File: src/rtl/fetch_pkg.sv
// Shared fetch-stage definitions.
// Default address/instruction widths, the reset PC default, and the NOP
// encoding that decode inserts as a bubble. Also used here as the value the
// queue head shows before any instruction has been fetched.
package fetch_pkg;

   localparam int unsigned ADDR_W_DEF   = 32;
   localparam int unsigned INSN_W_DEF   = 32;
   localparam logic [31:0] RESET_PC_DEF = 32'h0000_0000;
   localparam logic [31:0] NOP_INSN     = 32'b0;

endpackage

File: src/rtl/fetch_queue.sv
// Circular FIFO used as the instruction prefetch queue.
// Ports:
//   clock, reset      : rising-edge clock, synchronous active-high reset
//   flush             : synchronous clear of all entries (pointers and count)
//   push, push_data   : write one entry at the tail
//   pop               : remove the head entry
//   head_data         : head entry; holds the last shown head while empty
//   count             : entries stored (0..DEPTH)
//   empty, full       : count==0 / count==DEPTH
// DEPTH must be a power of two (pointers wrap naturally), and >= 2.
module fetch_queue #(
   parameter int unsigned      DEPTH      = 4,
   parameter int unsigned      WIDTH      = 64,
   parameter logic [WIDTH-1:0] IDLE_VALUE = '0
) (
   input  logic                     clock,
   input  logic                     reset,
   input  logic                     flush,
   input  logic                     push,
   input  logic [WIDTH-1:0]         push_data,
   input  logic                     pop,
   output logic [WIDTH-1:0]         head_data,
   output logic [$clog2(DEPTH):0]   count,
   output logic                     empty,
   output logic                     full
);

   localparam int unsigned PW = $clog2(DEPTH);

   logic [WIDTH-1:0] mem [DEPTH];
   logic [PW-1:0]    rd_ptr;
   logic [PW-1:0]    wr_ptr;
   logic [WIDTH-1:0] last_head;

   assign empty = (count == '0);
   assign full  = (count == (PW+1)'(DEPTH));

   // While empty, the storage slot at rd_ptr is stale; present the last
   // real head instead so downstream sees a stable value.
   assign head_data = empty ? last_head : mem[rd_ptr];

   always_ff @(posedge clock) begin
      if (reset) begin
         rd_ptr    <= '0;
         wr_ptr    <= '0;
         count     <= '0;
         last_head <= IDLE_VALUE;
      end else if (flush) begin
         rd_ptr <= '0;
         wr_ptr <= '0;
         count  <= '0;
      end else begin
         if (!empty) last_head <= mem[rd_ptr];
         if (push)   wr_ptr    <= wr_ptr + PW'(1);
         if (pop)    rd_ptr    <= rd_ptr + PW'(1);
         case ({push, pop})
            2'b10:   count <= count + (PW+1)'(1);
            2'b01:   count <= count - (PW+1)'(1);
            default: ;
         endcase
      end
   end

   always_ff @(posedge clock) begin
      if (push && !flush && !reset) mem[wr_ptr] <= push_data;
   end

endmodule

File: src/rtl/fetch_prefetch_unit.sv
// Instruction fetch with a DEPTH-entry prefetch queue.
// Issues sequential reads to a 1-cycle synchronous imem, queues responses
// tagged with pc+1, and hands them to decode over a valid/ready handshake.
// Ports:
//   clock, reset            : rising-edge clock, synchronous active-high reset
//   imem_req, imem_addr     : read issued this cycle, at the current pc
//   imem_data               : data for the previous cycle's read
//   redirect, redirect_pc   : jump taken; flush queue, drop in-flight read
//   hold                    : suppress new issues (in-flight read still lands)
//   dec_valid, dec_ready    : decode handshake on the queue head
//   dec_instr, dec_pc_plus1 : head instruction and its address + 1
//   occupancy               : queued entries, excluding the in-flight read
module fetch_prefetch_unit
   import fetch_pkg::*;
#(
   parameter int unsigned       ADDR_W   = ADDR_W_DEF,
   parameter int unsigned       INSN_W   = INSN_W_DEF,
   parameter int unsigned       DEPTH    = 4,
   parameter logic [ADDR_W-1:0] RESET_PC = ADDR_W'(RESET_PC_DEF)
) (
   input  logic                   clock,
   input  logic                   reset,
   output logic                   imem_req,
   output logic [ADDR_W-1:0]      imem_addr,
   input  logic [INSN_W-1:0]      imem_data,
   input  logic                   redirect,
   input  logic [ADDR_W-1:0]      redirect_pc,
   input  logic                   hold,
   output logic                   dec_valid,
   output logic [INSN_W-1:0]      dec_instr,
   output logic [ADDR_W-1:0]      dec_pc_plus1,
   input  logic                   dec_ready,
   output logic [$clog2(DEPTH):0] occupancy
);

   localparam int unsigned CW = $clog2(DEPTH) + 1;
   localparam int unsigned EW = ADDR_W + INSN_W;

   logic [ADDR_W-1:0] pc;
   logic [ADDR_W-1:0] inflight_pc;
   logic              inflight_v;
   logic              issue;
   logic              pop;
   logic              push;
   logic              q_empty;
   logic              q_full;
   logic [CW-1:0]     count;
   logic [CW:0]       used;
   logic [CW:0]       cap;
   logic [EW-1:0]     head;

   assign dec_valid = ~reset & ~redirect & ~q_empty;
   assign pop       = dec_valid & dec_ready;

   // Issue only if the queue has room for this read after the in-flight one
   // lands, counting a slot freed by this cycle's pop:
   // count + inflight_v < DEPTH + pop.
   always_comb begin
      used  = {1'b0, count} + (CW+1)'(inflight_v);
      cap   = (CW+1)'(DEPTH) + (CW+1)'(pop);
      issue = ~reset & ~redirect & ~hold & (used < cap);
   end

   assign imem_req  = issue;
   assign imem_addr = pc;

   // A response coinciding with redirect is discarded by the flush; the
   // full guard never fires given the issue rule above.
   assign push = inflight_v & ~redirect & ~(q_full & ~pop);

   fetch_queue #(
      .DEPTH      (DEPTH),
      .WIDTH      (EW),
      .IDLE_VALUE ({{ADDR_W{1'b0}}, INSN_W'(NOP_INSN)})
   ) u_queue (
      .clock     (clock),
      .reset     (reset),
      .flush     (redirect),
      .push      (push),
      .push_data ({inflight_pc + ADDR_W'(1), imem_data}),
      .pop       (pop),
      .head_data (head),
      .count     (count),
      .empty     (q_empty),
      .full      (q_full)
   );

   assign dec_instr    = head[INSN_W-1:0];
   assign dec_pc_plus1 = head[EW-1 -: ADDR_W];
   assign occupancy    = count;

   always_ff @(posedge clock) begin
      if (reset) begin
         pc          <= RESET_PC;
         inflight_v  <= 1'b0;
         inflight_pc <= '0;
      end else if (redirect) begin
         pc         <= redirect_pc;
         inflight_v <= 1'b0;
      end else begin
         inflight_v <= issue;
         if (issue) begin
            pc          <= pc + ADDR_W'(1);
            inflight_pc <= pc;
         end
      end
   end

endmodule
File: config.mk
export PLATFORM = sky130hd
export DESIGN_NAME = fetch_prefetch_unit
export DESIGN_NICKNAME = d
export VERILOG_FILES = /design/src/rtl/fetch_pkg.sv /design/src/rtl/fetch_queue.sv /design/src/rtl/fetch_prefetch_unit.sv
export SDC_FILE = /design/constraint.sdc
export NUM_CORES = 1
export LEC_CHECK = 0
export ABC_CLOCK_PERIOD_IN_PS = 4700
export CORE_UTILIZATION = 40
export DETAILED_ROUTE_END_ITERATION = 8
export RECOVER_POWER = 25
export SYNTH_ARGS = -nofsm -noshare
export SYNTH_HDL_FRONTEND = slang
export SYNTH_SLANG_ARGS = --single-unit
export TNS_END_PERCENT = 20
File: constraint.sdc
create_clock -name clock -period 4.7 [get_ports clock]
set_clock_uncertainty 0.2 [all_clocks]
set_input_delay 1.41 -clock clock [delete_from_list [all_inputs] [get_ports clock]]
set_output_delay 1.41 -clock clock [all_outputs]
set_load 0.05 [all_outputs]
[Word level (Yosys, flattened, before mapping)]
Memories as Yosys holds them, arrays and structs flattened. A register that Yosys moved wholly into a read port is not among the register bits.
Cells that the tools add are included.
Widths: inputs -> output; s select.
Cells by class
  bitwise gates (word level): 14
  $lt $le $gt $ge: 1
  $add $sub $neg: 8
  mux-type cells: 8
  equal/unequal tests: 3
  reductions and logical operators: 9
Operators with widths (count)
  $add 32x1->32 const B: 2
  $mux 32: 2
  $mux 64: 1
  $and 1x1->1: 8
  $not 1->1: 6
  $pmux 3 s2: 1
  $add 2x1->2 const B: 2
  $add 3x1->4: 1
  $add 3x1->4 const A: 1
  $lt 4x4->1: 1
  $mux 2: 2
  $reduce_bool 2->1: 2
  $add 3x1->3 const B: 1
  $eq 3x3->1 const B: 1
  $logic_not 3->1: 1
  $sub 3x1->3 const B: 1
  $eq 2x1->1 const B: 1
  $eq 2x2->1 const B: 1
  $logic_and 1x1->1: 2
  $logic_not 1->1: 2
  $mux 1: 2
  $reduce_and 2->1: 1
  $reduce_or 2->1: 1
Storage, ports and cells
  bits in writable memories: 256
  memories kept: 1
  bits of input ports: 69
  output and inout port bits: 101
  register bits after elaboration: 136
  word-level logic and storage cells: 51
Memories
  u_queue.mem: words 4, bits a word 64, rd ports 1, clocked after memory_dff 1, wr ports 1, RTL line fetch_queue.sv:30  | logic [WIDTH-1:0] mem [DEPTH];

[Longest topological paths before layout]
Gate-level depths: netlist of run 1.
  depth after elaboration: 12
  gate-level depth with buffers: 9
  mapped depth without buffers: 8

[Hierarchy]
From an unflattened synthesis of run 1, not the netlist that was laid out.
Unflattened totals
  cells, all modules: 1087
  area total of the unflattened synthesis: 16188.0 µm²
Modules (own cells, without submodules)
  fetch_queue: cells an instance 597, times used 1, area each 12416.9 µm²
  fetch_prefetch_unit: cells an instance 490, times used 1, area each 3771.1 µm²

[Worst setup path before layout of run 1]
No wires, ideal clock.
  kind: input -> register
  start point: in redirect
  end point: mem u_queue.mem[0][0] (enable)
  path slack: -0.312 ns
  setup time: 0.429 ns
  stages: 6
  arrival: 4.383 ns
  cells stage by stage: buf_6 or3b_1 buf_2 a311oi_1 nor2b_1 and2_1
Between the ends
  cells in the longest elaborated chain, start to end: 12
  elaborated cells on any way between the ends: 14
  classes of those cells: mux (2); bitwise (9); reduce/logical (3)
Ends and longest elaborated chain
  start: declaration: RTL line fetch_prefetch_unit.sv:26  | input logic redirect,
  $not 1->1 (no source line)
  $and 1x1->1 (2 in a row): RTL line fetch_prefetch_unit.sv:52  | assign dec_valid = ~reset & ~redirect & ~q_empty;
  $and 1x1->1: RTL line fetch_prefetch_unit.sv:53  | assign pop = dec_valid & dec_ready;
  $not 1->1: RTL line fetch_prefetch_unit.sv:69  | assign push = inflight_v & ~redirect & ~(q_full & ~pop);
  $and 1x1->1: RTL line fetch_prefetch_unit.sv:69
  $not 1->1: RTL line fetch_prefetch_unit.sv:69
  $and 1x1->1: RTL line fetch_prefetch_unit.sv:69
  $logic_and 1x1->1 (*) (2 in a row): RTL line fetch_queue.sv:65  | if (push && !flush && !reset) mem[wr_ptr] <= push_data;
  $mux 1 (*): RTL line fetch_queue.sv:65
  $mux 1 (implied by the code) (*): RTL line fetch_queue.sv:65
  end: declaration: RTL line fetch_queue.sv:30
Every way passes the cells marked *; elsewhere a longest branch is shown, timed or not.

[Final worst setup path of run 1]
  start point: in dec_ready
  end point: out imem_req
Between the ends
  cells in the longest elaborated chain, start to end: 4
Ends and longest elaborated chain
  start: declaration: RTL line fetch_prefetch_unit.sv:32  | input logic dec_ready,
  $and 1x1->1: RTL line fetch_prefetch_unit.sv:53
  $add 3x1->4: RTL line fetch_prefetch_unit.sv:60  | cap = (CW+1)'(DEPTH) + (CW+1)'(pop);
  $lt 4x4->1: RTL line fetch_prefetch_unit.sv:61  | issue = ~reset & ~redirect & ~hold & (used < cap);
  $and 1x1->1: RTL line fetch_prefetch_unit.sv:61
  end: declaration: RTL line fetch_prefetch_unit.sv:23  | output logic imem_req,
Every way passes these cells.

==> results by group, run 1 <==
Outcome
  • Run status: finished, final reports clean

STA
  • Worst hold slack: 0.259 ns
  • Period utilization: 98.5%
  • Slew Limit Fails: 0
  • Hold Vio Cnt, Final: 0
  • Slew @ Worst Pin: 0.942 ns
  • Slew headroom: 36.6%
  • Fmax: 0.216 GHz
  • Setup_tns: 0 ns
  • Unrepaired setup endpoints after global routing: false
  • Tmin final: 4.63 ns
  • Final setup vio count: 0
  • Worst setup margin: 0.0695 ns

Layout
  • Filler cells: 3450
  • Layout cells sized above 1: 17.9%
  • Sequential cell area: 10500 sq um
  • Final core utilization: 50.3%
  • Area Growth Syn to Fin: 23.7%
  • Final nets: 1468
  • Multi-input logic area: 5430 sq um

Place
  • Port bufs: 169
  • DP HPWL: 23400 microns
  • Setup WS pre-CTS: 0.0389 ns
  • Routability Congestion: 0.808

Clocking
  • CTS root buffer: clkbuf_16
  • Post-cts resize count: 0
  • Post CTS Setup Buffer Count: 0
  • H-tree depth: 2
  • Clk_lat worst skew: 0.53 ns
  • Clock sinks: 394
  • CTS Buffer Depth: 3
  • Hold_buf cts: 0
  • CTS tree: done
  • Num CTS Buffers: 41
  • CTS clk-pin slew, worst paths: 0.06 ns

Floorplan
  • Initial Utilization: 40.6%
  • IO Pins: 170
  • Total core area: 39800 sq um
  • Die span in y: 203 microns
  • Die width: 203 microns
  • Die area: 41300 sq um
  • Row count: 73

Setup path
  • Reg2Reg Depth: 7
  • Critical-path maximum fanout: 2
  • Worst setup SP type: input pin
  • CP Class: in2out
  • Worst Path Arrival: 3.02 ns
  • Worst Path Required: 3.09 ns
  • Reg2reg setup slack: 1.65 ns
  • Crit. End Element: output port

Logic synthesis
  • Post-synth EDFFs: 256
  • Synth Area in Simple Gates: 10.5%
  • Synth Net Count: 1291
  • Synth Area in XOR/XNOR: 2.11%
  • Synth Area in Compound Gates: 6.42%
  • Top cell type by total area after synthesis: edfxtp_1
  • Mux share of post-synthesis cell area: 13.6%
  • Top cells by area, synth: edfxtp_1 (48%), dfxtp_1 (17%), mux4_2 (8.9%)
  • Yosys warns: 0
  • Cell area after synthesis: 16200 sq um
  • Synth Area in Adders: 0.742%
  • Ys flop type: edfxtp_1
  • Synth Register Bits: 394
  • Netlist cell types: 50
  • Ys async rst share: 0%
  • Cells after Synth: 1213
  • Combinational family with the most area after synthesis: multiplexers
  • Synthesized area per cell: 13.3 sq um
  • Top cell type's share of synthesized area: 47.5%
  • Sequential-to-total area share from yosys stat: 64.6%

Routing
  • Post-route ant nets: 0
  • WL/cell: 19.4 microns
  • Via Count: 10.4k
  • Total wire length: 37700 microns
  • Starting DRC count in detailed routing: 677
  • DRT Pass-1 Iters: 5
  • Remaining routing DRC violations: 0
  • Via density: 5.35

Power
  • Psw: 0.00159 W
  • Peak supply drop: 237 uV
  • PD cells: 362 nW/um^2
  • Final Power: 0.00725 W
  • Gate power share: 4.9%
  • Sw Share: 21.9%
  • Leakage: 6.71 nW
  • Internal power: 0.00567 W
  • Clock share of power: 43.6%
  • Flop pwr share: 51.5%

Global route
  • Initial antenna violation count: 1
  • Gr usage total: 18.2%
  • Largest net degree at the start of global routing: 65
  • Vias in the first global route: 10.3k
  • GR Overflow Total: 0
  • First-pass GRT wire length: 58200 microns

Flow run
  • Max cap viols: 0

Min path
  • Worst hold path type: reg2reg
  • Hold Crit Depth: 2
per-stage QoR:
step | std cells | instance area (sq um)
after floorplan | 1213 | 16200
after global routing | 1948 | 20000
after CTS | 1947 | 20000
after global placement | 1872 | 18700
final | 1948 | 20000
after detailed placement | 1872 | 18700
final timing paths:
kind                                                           end                               start
worst max-delay path                                      imem_req                           dec_ready
worst min-delay path            u_queue.last_head[28]$_SDFFE_PP0N_  u_queue.last_head[28]$_SDFFE_PP0N_
worst max register to register          imem_addr[21]$_SDFFE_PP0P_       u_queue.count[0]$_SDFFE_PP0P_
worst min register to register  u_queue.last_head[28]$_SDFFE_PP0N_  u_queue.last_head[28]$_SDFFE_PP0N_
critical path, stage by stage:
cell             delay, ns
clkdlybuf4s50_1       0.53
or3b_4                0.42
o41ai_4               0.25
nand2_2               0.16
inv_2                 0.11
buf_12                0.14
layer usage:
layer | up-vias | track usage (%) | part of all wire [%]
li1 | 4898 | - | -
met1 | 5131 | 25.7 | 46
met2 | 341 | 28.9 | 46
met3 | 58 | 2.97 | 5.8
met4 | 0 | 5.34 | 2.0
met5 | - | 0 | 0
flip-flops by register name (all words and copies together), names as in the netlist, named ones only:
register,cells
inflight_v,1
imem_addr,32
u_queue.mem,256
u_queue.wr_ptr,2
u_queue.count,3
inflight_pc,32
u_queue.rd_ptr,2
u_queue.last_head,64
cell usage after synthesis (3+ instances only):
| cell type | count |
|---|---|
| a31oi_1 | 16 |
| a22oi_1 | 5 |
| o211ai_1 | 5 |
| and4_1 | 5 |
| or3_1 | 7 |
| dfxtp_1 | 138 |
| buf_1 | 16 |
| xor2_1 | 11 |
| nor4_1 | 9 |
| and3_1 | 13 |
| a21oi_1 | 115 |
| xnor2_1 | 28 |
| mux2_2 | 65 |
| buf_2 | 6 |
| ha_1 | 8 |
| mux4_2 | 64 |
| mux2i_1 | 3 |
| edfxtp_1 | 256 |
| and2_1 | 5 |
| or4_1 | 4 |
| nand2_1 | 232 |
| nor2_1 | 30 |
| nand4_1 | 17 |
| a32oi_1 | 3 |
| nand3_1 | 26 |
| nand4b_1 | 3 |
| inv_1 | 9 |
| clkbuf_1 | 49 |
| a211oi_1 | 6 |
| o21ai_0 | 16 |
| nor3_1 | 16 |
| a311oi_1 | 4 |
placed cells by master, fill, tap and decap left out, drive strengths merged, types with 6 or more instances in the layout:
master / synthesis / final
dlygate4sd3: 0 / 32
a31oi: 16 / 16
inv: 11 / 13
o21ai: 16 / 16
nor3: 17 / 17
nand4: 17 / 17
mux4: 64 / 64
clkdlybuf4s50: 0 / 124
or3: 7 / 7
clkinv: 0 / 18
nor2: 30 / 30
a211oi: 6 / 6
xnor2: 28 / 28
buf: 23 / 50
clkbuf: 49 / 46
a21oi: 115 / 115
mux2: 65 / 65
nand2: 233 / 233
xor2: 11 / 11
and3: 13 / 13
edfxtp: 256 / 256
dfxtp: 138 / 138
ha: 8 / 8
nand3: 27 / 27
nor4: 9 / 9
power by group through the flow:
stage	combinational [W]	sequential, W	clock (W)
2_1_floorplan	0.000139	0.00385	0
3_3_place_gp	0.000357	0.00381	0
3_5_place_dp	0.000361	0.00381	0
4_1_cts	0.000362	0.00373	0.00325
5_1_grt	0.000378	0.00374	0.00338
6_report	0.000356	0.00374	0.00316
cell families (layout without fill, tap and decap cells):
group                    after synthesis  count (layout)
AO/OA/AOI/OAI                        177             177
XOR/XNOR                              39              39
adder cells (fa/ha/maj)                9               9
buffers and inverters                 83             292
flip-flops                           394             394
multiplexers                         132             132
other                                  0               1
AND/OR/NAND/NOR                      379             379
layout make-up:
cell class	instances	area share (%)
flip-flops and latches	394	52.2
well taps	525	3.28
clock buffers	46	5.27
multi-input cells	736	27.1
diodes	1	0.0125
repair buffers	206	10.6
clock inverters	29	1.26
inverters	11	0.206
Power figures use the tool's default switching activity.
==> run 2, diff against run 1 <==
--- a/config.mk
+++ b/config.mk
@@ -8,6 +8,8 @@
 export ABC_CLOCK_PERIOD_IN_PS = 4700
 export CORE_UTILIZATION = 40
+export CTS_CLUSTER_DIAMETER = 60
 export DETAILED_ROUTE_END_ITERATION = 8
 export RECOVER_POWER = 25
+export REMOVE_ABC_BUFFERS = 1
 export SYNTH_ARGS = -nofsm -noshare
 export SYNTH_HDL_FRONTEND = slang
==> constraint.sdc (replaced) <==
create_clock -name clock -period 4.7 [get_ports clock]
set_clock_uncertainty 0.2 [all_clocks]
set_input_delay 0.94 -clock clock [delete_from_list [all_inputs] [get_ports clock]]
set_output_delay 0.94 -clock clock [all_outputs]
set_load 0.05 [all_outputs]
==> run 2 against run 1 <==
  * Fmax rose by 9.0%
  * Sequential cell count unchanged
  * Die area unchanged
  * Sequential power about the same
  * Cell count fell by 0.56%
  * Cell area shrank 0.44%
  * Via count fell by 0.62%
==> results by group, run 2 (synthesis gave the netlist of run 1 again) <==
Outcome
  • Run status: finished, final reports clean

Layout
  • Fin cells: 1937
  • Final nets: 1456
  • Register bank with the most flops: u_queue.mem
  • Filler cells: 3480
  • Commonest non-fill, non-tap cell in the layout: edfxtp_1
  • Max reg flops: 256
  • Layout cells sized above 1: 16.6%
  • Most frequent cells in the layout: edfxtp_1 (256), nand2_1 (232), dfxtp_1 (136), clkdlybuf4s50_1 (133), a21oi_1 (115)
  • Area Growth Syn to Fin: 23.1%
  • Regs by FF count: u_queue.mem (256), u_queue.last_head (64)

Place
  • Cell total after placement: 1859
  • Port bufs: 169
  • Routability Congestion: 0.797
  • Setup WS pre-CTS: 0.847 ns
  • DP HPWL: 24000 microns

Global route
  • First-pass GRT wire length: 59800 microns
  • Gr usage total: 18.7%
  • Largest net degree at the start of global routing: 73
  • Vias in the first global route: 10.2k
  • Initial antenna violation count: 1
  • GR Overflow Total: 0

Setup path
  • Slowest cell on the critical path: clkdlybuf4s50_1
  • R2r startpoint: u_queue.count[0]$_SDFFE_PP0P_
  • Buf/Inv on CP: 2
  • CP Class: reg2out
  • Reg2reg setup slack: 1.70 ns
  • Worst Path Arrival: 3.11 ns
  • Reg2Reg Depth: 7
  • Worst setup SP type: flip-flop
  • Worst Path Required: 3.56 ns
  • Critical Path Max Stage Delay: 0.70 ns
  • Crit. End Element: output port
  • Critical-path maximum fanout: 24
  • Critical path's top delay family: buffers and inverters
  • Reg2Reg Capture Point: imem_addr[21]$_SDFFE_PP0P_
  • CP Cell Sequence: buf_4, mux4_2, mux2_2, clkdlybuf4s50_1

Power
  • Psw: 0.00158 W
  • Final Power: 0.00735 W
  • Sw Share: 21.5%
  • Clock share of power: 44.4%
  • PD cells: 369 nW/um^2
  • Gate power share: 4.7%
  • Internal power: 0.00577 W
  • Peak supply drop: 238 uV
  • Flop pwr share: 50.9%
  • Leakage: 6.64 nW

STA
  • Unrepaired setup endpoints after global routing: false
  • Worst setup margin: 0.451 ns
  • Hold Vio Cnt, Final: 0
  • Slew Limit Fails: 0
  • Period utilization: 90.4%
  • Fmax: 0.235 GHz
  • Tmin final: 4.25 ns
  • Slew @ Worst Pin: 1.08 ns
  • Final setup vio count: 0
  • Setup_tns: 0 ns
  • Slew headroom: 27.2%

Clocking
  • Post-cts resize count: 0
  • Clk_lat worst skew: 0.54 ns
  • H-tree depth: 2
  • Post CTS Setup Buffer Count: 0
  • Hold_buf cts: 0
  • CTS Buffer Depth: 3
  • CTS tree: done
  • Clock sinks: 394
  • CTS clk-pin slew, worst paths: 0.06 ns
  • Num CTS Buffers: 42
  • CTS root buffer: clkbuf_16

Min path
  • Worst hold path type: reg2reg
  • Hold path start: u_queue.last_head[31]$_SDFFE_PP0N_
  • Hold EP: u_queue.last_head[31]$_SDFFE_PP0N_
  • Hold Crit Depth: 2

Routing
  • WL/cell: 19.8 microns
  • Remaining routing DRC violations: 0
  • Via Count: 10.4k
  • Post-route ant nets: 0
  • Starting DRC count in detailed routing: 700
  • DRT Pass-1 Iters: 5
  • Total wire length: 38400 microns
  • Via density: 5.35

Floorplan
  • IO Pins: 170
  • Die span in y: 203 microns
  • Total core area: 39800 sq um
  • Die area: 41300 sq um
  • Initial Utilization: 40.6%
  • Row count: 73
  • Die width: 203 microns

Flow run
  • Max cap viols: 0
run 2: cell types whose count changed in the layout (fill, tap and decap cells not counted), moves of 2 or more:
cell             before  now
clkinv_1             11    8
buf_4                35   18
clkinv_2              6   11
clkdlybuf4s50_1     124  133
clkbuf_1              4    6
clkbuf_16            41   43
clkbuf_8              1    3
clkinvlp_4            4    0
buf_12               15    9
run 2: layout make-up:
cell class	instances	area, sq um	area share [%]
antenna	1	2.50	0.0126
clock buffer	52	1140	5.72
clock inverter	25	229	1.15
inverter	11	42.5	0.213
multi-input combinational	736	5420	27.2
sequential	394	10500	52.5
tap	525	657	3.30
timing repair buffer	193	1980	9.92
run 2: through the flow:
step           cell area (sq um)  hold slack (ns)  util [%]
3_3_place_gp               18600            0.235      46.6
4_1_cts                    19900            0.249      50.0
5_1_grt                    19900            0.278      50.0
2_1_floorplan              15900            0.222         -
3_5_place_dp               18600            0.239      46.6
6_report                   19900            0.253      50.0
run 2: worst max path at each step:
stage	to	slack, ns	cells past startpoint
floorplan	imem_req	-1.20	4
global placement	dec_valid	0.89	4
detailed placement	u_queue.mem[3][27]$_DFFE_PP_	0.85	7
CTS	dec_instr[8]	0.37	4
global route	dec_instr[22]	0.28	4
finish	dec_instr[8]	0.45	4
run 2: power by group through the flow:
stage               sequential [W]  clock (W)  combinational (W)
finish                     0.00374    0.00326           0.000348
global route               0.00374    0.00349           0.000371
CTS                        0.00374    0.00335           0.000358
detailed placement         0.00381          0           0.000356
global placement           0.00381          0           0.000354
floorplan                  0.00385          0           0.000108
run 2: tightest hold or removal path, delay by kind of cell (launching register included):
kind            cells  cell delay, ns
flops               1            0.31
simple gates        1            0.05
compound gates      1            0.05
run 2: layer usage:
layer  vias up  GRT usage (%)  share of wire (%)
met5         -              0                  0
met4         0           4.59                1.7
met3        43           3.26                5.4
met2       294           29.0                 46
met1      5143           27.4                 47
li1       4883              -                  -
